**src/rtl/accreg8bit.sv**
```systemverilog
// Clocked accumulator register: each enabled edge either loads D or adds D to
// the stored value, wrapping modulo 2^WIDTH. Q is purely registered.
module accreg8bit #(
  parameter int WIDTH = 8
) (
  input  logic             clk,
  input  logic             rst_n,
  input  logic [WIDTH-1:0] D,
  input  logic             en,
  input  logic             ldacc,
  output logic [WIDTH-1:0] Q
);

  logic [WIDTH-1:0] acc_q;
  logic [WIDTH-1:0] acc_d;

  // Carry-out of the add is dropped on purpose: the accumulator wraps silently.
  always_comb begin
    acc_d = acc_q;
    if (en) begin
      if (ldacc) begin
        acc_d = D;
      end else begin
        acc_d = acc_q + D;
      end
    end
  end

  always_ff @(posedge clk or negedge rst_n) begin
    if (!rst_n) begin
      acc_q <= '0;
    end else begin
      acc_q <= acc_d;
    end
  end

  assign Q = acc_q;

endmodule

```
**config.mk**
```make
export PLATFORM = sky130hd
export DESIGN_NAME = accreg8bit
export DESIGN_NICKNAME = d
export VERILOG_FILES = /design/src/rtl/accreg8bit.sv
export SDC_FILE = /design/constraint.sdc
export NUM_CORES = 1
export LEC_CHECK = 0
export ABC_AREA = 1
export CAP_MARGIN = 25
export CORE_UTILIZATION = 40
export CTS_CLUSTER_SIZE = 40
export DETAILED_ROUTE_END_ITERATION = 16
export PLACE_DENSITY = 0.71
export SLEW_MARGIN = 10
export SYNTH_ARGS = -nofsm -noshare
export SYNTH_HDL_FRONTEND = slang
export SYNTH_SLANG_ARGS = --single-unit
```
**constraint.sdc**
```tcl
create_clock -name clk -period 1.47 [get_ports clk]
set_input_delay 0.294 -clock clk [delete_from_list [all_inputs] [get_ports clk]]
set_output_delay 0.294 -clock clk [all_outputs]
set_load 0.03 [all_outputs]
```
# Word-level counts from Yosys, hierarchy flattened
# Cells that the tools add are included.
# op_classes
add_sub_neg	1
mux	1
# op_table
op	n
$add 8x8->8	1
$mux 8	1
# totals
ff_bits	8
output_inout_bits	8
word_cells	3

# Depth between registers and ports, before layout
# Gate-level depths: netlist of run 1.
# logic_depth
word_depth	2
mapped_depth	12
ltp_nobuf	12

# Worst setup path after synthesis of run 1
# No wires, ideal clock.
# synth_timing
path_type	reg-to-reg
startpoint	register acc_q[0] (netlist: Q[0])
endpoint	register acc_q[6] (netlist: Q[6])
setup_time_ps	117
arrival_time_ps	1633
required_ps	1353
slack_ps	-280
stages_incl_launch_ff	12
path_buffers	0
period_less_slack_ps	1750
path_cell_list	dfrtp_1 > ha_1 > inv_1 > fa_1 > inv_1 > nand2_1 > nand2_1 > nand3b_2 > nand3_1 > nand3_1 > nand2_1 > nand2_1
# synth_via
elab_chain_cells	2
# synth_rtl
item	line	source
start: declaration	14	logic [WIDTH-1:0] acc_q;
start signal: assignment	31	acc_q <= '0;
start signal: assignment	33	acc_q <= acc_d;
$add 8x8->8	24	acc_d = acc_q + D;
$mux 8	21	if (ldacc) begin
# No other way between the ends.
# A chain may end at the register's enable or synchronous reset.

# Worst setup path in the final report of run 1
# layout_timing
startpoint	register acc_q[0] (netlist: Q[0])
endpoint	register acc_q[4] (netlist: Q[4])
# Same word-level chain as after synthesis.

==> results of run 1 <==
-- cell type report --
class / instances / area [sq um]
inverters: 13 / 48.80
fillers: 145 / 546.8
clock buffers: 4 / 26.28
multi-input cells: 81 / 596.8
repair buffers: 32 / 271.5
well taps: 25 / 31.28
flip-flops and latches: 8 / 205.2
-- power groups by stage --
stage | clock network, mW | registers, mW | logic (mW)
floorplan | 0 | 0.373 | 0.333
global placement | 0 | 0.299 | 0.632
detailed placement | 0 | 0.302 | 0.649
CTS | 0.187 | 0.305 | 0.656
global route | 0.192 | 0.310 | 0.767
finish | 0.174 | 0.305 | 0.699
-- cell usage after synthesis --
| library cell | number | area (sq um) |
|---|---|---|
| nand2_1 | 26 | 97.59 |
| nor2_1 | 13 | 48.80 |
| a21oi_1 | 10 | 50.05 |
| inv_1 | 10 | 37.54 |
| nand3_1 | 10 | 50.05 |
| dfrtp_1 | 8 | 200.2 |
| ha_1 | 7 | 87.58 |
| nand3b_1 | 3 | 22.52 |
| o21ai_1 | 3 | 15.01 |
| inv_2 | 2 | 7.510 |
| or2_4 | 2 | 17.52 |
| a21oi_4 | 1 | 16.27 |
| buf_2 | 1 | 5.000 |
| buf_6 | 1 | 11.26 |
| clkinv_1 | 1 | 3.750 |
| fa_1 | 1 | 20.02 |
| nand2_2 | 1 | 6.260 |
| nand3b_2 | 1 | 11.26 |
| o21ai_0 | 1 | 5.000 |
| or2_2 | 1 | 6.260 |
| xnor2_2 | 1 | 16.27 |
-- per-layer routing --
metal	GRT usage [%]	up-vias	share of wire, %
met3	2.400	0	2.7
met1	31.22	384	46
met5	0	-	0
li1	-	402	-
met2	34.41	14	51
met4	11.52	0	0
-- what timing repair did --
item	4_1_cts	5_1_grt
gates resized for setup	22	8
hold buffers	0	0
setup buffers	1	1
pin swaps	5	8
setup endpoints to repair	15	6
-- path summary, 6_finish.rpt --
path / start / slack (ps) / to
min: rst_n / 310 / Q[6]$_DFFE_PN0P_
min reg2reg: Q[6]$_DFFE_PN0P_ / 550 / Q[6]$_DFFE_PN0P_
max in group asynchronous: rst_n / 900 / Q[2]$_DFFE_PN0P_
min in group clk: D[0] / 550 / Q[0]$_DFFE_PN0P_
max: Q[0]$_DFFE_PN0P_ / -100 / Q[4]$_DFFE_PN0P_
max reg2reg: Q[0]$_DFFE_PN0P_ / -100 / Q[4]$_DFFE_PN0P_
-- cell families after synthesis --
| group | after synthesis | share of synthesized area, % |
|---|---|---|
| buffers and inverters | 15 | 8.843 |
| DFF | 8 | 27.21 |
| and+or+nand+nor | 57 | 35.38 |
| xor gates and xnor gates | 1 | 2.211 |
| adders and majority gates | 8 | 14.63 |
| AOI/OAI and AO/OA | 15 | 11.73 |
==> impl_metrics.ini, run 1 <==
[sta]
max_slew.worst_pin.slew_ps = 331.7
relSlewSlack_pct = 77.82
worst_slack_ps = -104.8
rsz0062_at_grt = true
fin_setup_tns_ps = -246.0
holdWs_ps = 305.4
finalMaxSlewViolations = 0
fin_crit_sh_pct = 107.1
finalHoldViolations = 0
clock.fmax_mhz = 635.0
period_needed_ps = 1575
fin_skew_ps = 8.657
finalSetupViolations = 3

[synth]
synth.avg_cell_area_sq_um = 7.074
ys_ff_latch = 8
netlist_instances = 104
synth_nets = 124
synth_area_sq_um = 735.7
seq_area_frac_synth_pct = 27.21
synth_cell_types = 21
yosysWarnings = 0

[power]
pwr-share-seq_pct = 25.9
switching_share_pct = 41.16
p_int_uw = 692.9
clockPowerShare_pct = 14.8
ir_worst_vdd_mv = 0.6700
power_per_cell_area_mw_per_mm2 = 998.1
pwr-share-comb_pct = 59.3
p_leak_nw = 0.5677
fin_total_pwr_mw = 1.178
switchingPower_uw = 484.7

[clock_tree]
clk_pin_slew_ps = 60
cts_tree = built
clkLatencyLatePin_ps = 250
root_buffer = clkbuf_4
clockBufferDepth = 2
clock-sinks = 8
h-tree-depth = 1
cts_buffers = 3

[critical_path]
worstSetupStartpointType = flip-flop
path_cells = ha_4 > inv_2 > fa_2 > inv_2 > nand2_2 > nand2_4 > a21oi_2 > nand3b_1 > a21oi_2
crit_slowest_cell = dfrtp_2
path_depth = 9
cp-end-kind = flip-flop
reg2regPathDepth = 9
crit_path_max_fanout = 3
cp_num_buf_inv = 2
required_ps = 1640
cp_top_family = adder cells
criticalPathCategory = reg2reg
cp_data_arrival_time_ps = 1750
max_stage_delay_ps = 390

[global_route]
overflow = 0
grt_pass1_vias = 733
grt_antenna_before_repair = 0
grt_max_degree = 13
grt.total_usage_pct = 22.38
grt_pass1_wl_um = 3105

[routing]
first_iter_violations = 12
viasPerCell = 4.908
drc = 0
drt_pre_antenna_iters = 4
drtAntennaViolNets = 0
vias = 800
wl_um = 1944
wire_per_inst_um = 11.93

[finish]
drive_gt1_share_pct = 35.51
antennaDiodeCount = 0
final_common_cell = nand2_1
fin_nets = 159
final_cell_mix = nand2_1, dlygate4sd2_1, buf_4
final_core_util_pct = 68.33
final_area_sq_mm = 0.001180
stdcell_count = 163
area_growth_pct = 60.37
largest_reg_flops = 8

[place]
port_buffers = 19
place.gp.congestion = 0.8423
dpl_cell_area_sq_mm = 0.001075
post-place-ws_ps = -559.8
place_hpwl_um = 1533
dpl.cell_count = 157

[floorplanning]
start_util_pct = 42.61
num_rows = 15
die_w_um = 44.89
die-area_sq_mm = 0.002015
dieHeight_um = 44.89
core-area_sq_mm = 0.001727
io_pins = 20

[min_path]
hold_path.class = in2async

[flow_run]
max-cap-violations = 0

[status]
violations = setup timing
status = finished with violations
No activity file was read; power rests on OpenSTA's default activity.
==> run 2: changes to the inputs <==
Settings changed: PLACE_DENSITY 0.71 to 0.68, SLEW_MARGIN 10 to default.
Clock period 1.47 ns to 1.7 ns, I/O delays scaled along.
==> run 2 against run 1 <==
Effect of this change:
- the flow now finishes without violations
- final cell count fell by 5.5%
- die area is the same
- clock skew rose by 6.0 ps
- non-clock buffer count decreased by 9
- critical path depth rose by 2
- design area shrank 12%
- highest routed layer is now met4
- largest power group unchanged
==> impl_metrics.ini, run 2 (same netlist as run 1, synthesis figures left out) <==
[status]
status = complete, no violations

[finish]
largest_reg_flops = 8
final_cell_mix = nand2_1, nor2_1, clkdlybuf4s50_1
fin_nets = 150
antennaDiodeCount = 0
final_core_util_pct = 59.93
stdcell_count = 154
drive_gt1_share_pct = 16.28
fillers = 153
area_growth_pct = 40.65
final_common_cell = nand2_1
multi_input_area_sq_um = 500.5
register_area_sq_um = 201.4

[critical_path]
r2r_start = Q[0]$_DFFE_PN0P_
cp_data_arrival_time_ps = 1820
reg2regPathDepth = 11
max_stage_delay_ps = 400
crit_path_max_fanout = 3
reg2reg_to = Q[6]$_DFFE_PN0P_
cp_top_family = adder cells
required_ps = 1850
criticalPathCategory = reg2reg
crit_slowest_cell = dfrtp_2
worstSetupStartpointType = flip-flop
path_cells = ha_4 > inv_1 > fa_1 > inv_1 > nand2_2 > nand2_2 > nand3b_2 > nand3_1 > nand3_1 > nand2_1 > nand2_1
cp_num_buf_inv = 2
rrSetupSlack_ps = 30
cp-end-kind = flip-flop

[sta]
finalHoldViolations = 0
period_needed_ps = 1668
finalMaxSlewViolations = 0
fin_skew_ps = 14.61
max_slew.worst_pin.slew_ps = 391.7
clock.fmax_mhz = 599.5
rsz0062_at_grt = true
relSlewSlack_pct = 73.81
fin_crit_sh_pct = 98.12
finalSetupViolations = 0

[routing]
drc = 0
wl_met1_um = 861
drt_pre_antenna_iters = 4
wl_met2_um = 865
first_iter_violations = 19
viasPerCell = 4.825
wl_met3_um = 82
vias = 743
drtAntennaViolNets = 0
topRoutingLayerUsed = met4
wire_per_inst_um = 11.86
wl_um = 1827

[flow_run]
max-cap-violations = 0

[floorplanning]
dieHeight_um = 44.89
die-area_sq_mm = 0.002015
io_pins = 20
start_util_pct = 42.61
num_rows = 15
core-area_sq_mm = 0.001727
die_w_um = 44.89

[power]
p_leak_nw = 0.5368
p_int_uw = 546.9
switching_share_pct = 41.75
switchingPower_uw = 391.9
ir_worst_vdd_mv = 0.5209
power_per_cell_area_mw_per_mm2 = 907.3
pwr-share-comb_pct = 54.5
clockPowerShare_pct = 18.3
pwr-share-seq_pct = 27.2

[global_route]
grt_pass1_wl_um = 2628
overflow = 0
grt.total_usage_pct = 18.20
grt_antenna_before_repair = 0
grt_pass1_vias = 635
grt_max_degree = 13

[clock_tree]
clk_pin_slew_ps = 70
clockBufferDepth = 2
hold_buffers = 0
cts_tree = built
clkLatencyLatePin_ps = 270
root_buffer = clkbuf_4
h-tree-depth = 1
clock-sinks = 8
cts_buffers = 3
post_cts_buffers = 0

[min_path]
hold_path.class = in2async

[place]
place_hpwl_um = 1372
port_buffers = 19
dpl.cell_count = 150
place.gp.congestion = 0.8066
## run 2: through the flow
step	TNS (ps)	hold WS [ps]	setup WS [ps]	power [mW]	area, sq um
after floorplan	0	44.41	47.20	0.5786	737.0
after global placement	-1418	492.4	-362.1	0.7425	972.2
after detailed placement	-1569	498.1	-403.4	0.7540	972.2
after CTS	0	379.7	16.31	0.9256	999.7
after global routing	-48.94	392.4	-26.06	1.003	1035
final	0	354.1	32.04	0.9389	1035
## run 2: layout make-up
| type | count | share of cell area, % |
|---|---|---|
| clock buffer | 4 | 2.539 |
| multi-input combinational | 81 | 48.37 |
| inverter | 13 | 4.716 |
| tap | 25 | 3.023 |
| sequential | 8 | 19.47 |
| timing repair buffer | 23 | 21.89 |
## run 2: worst max path at each step
stage	cells after the start	start	to
floorplan	11	Q[0]$_DFFE_PN0P_	Q[6]$_DFFE_PN0P_
global placement	12	D[0]	Q[6]$_DFFE_PN0P_
detailed placement	12	D[0]	Q[6]$_DFFE_PN0P_
CTS	1	Q[1]$_DFFE_PN0P_	Q[1]
global route	11	Q[0]$_DFFE_PN0P_	Q[6]$_DFFE_PN0P_
finish	11	Q[0]$_DFFE_PN0P_	Q[6]$_DFFE_PN0P_
## run 2: what timing repair did
item / in CTS / in global routing
setup endpoints to repair: 3 / 7
pin swaps: 1 / 1
resized for setup: 5 / 7
## run 2: worst reg2reg max path, cell delays in order, from the launching register on
cell and delay, ps:
dfrtp_2 400, ha_4 140, inv_1 50, fa_1 360, inv_1 100, nand2_2 70
nand2_2 90, nand3b_2 80, nand3_1 80, nand3_1 80, nand2_1 60, nand2_1 40
## run 2: metal layers
layer	GRT usage, %	up-vias
li1	-	390
met1	25.87	328
met2	27.94	21
met3	3.600	4
met4	5.455	0
met5	0	-
## run 2: power groups by stage
stage | Clock (mW) | Sequential, mW | Combinational [mW]
2_1_floorplan | 0 | 0.317 | 0.262
3_3_place_gp | 0 | 0.253 | 0.489
3_5_place_dp | 0 | 0.255 | 0.499
4_1_cts | 0.174 | 0.252 | 0.499
5_1_grt | 0.186 | 0.259 | 0.558
6_report | 0.172 | 0.255 | 0.512
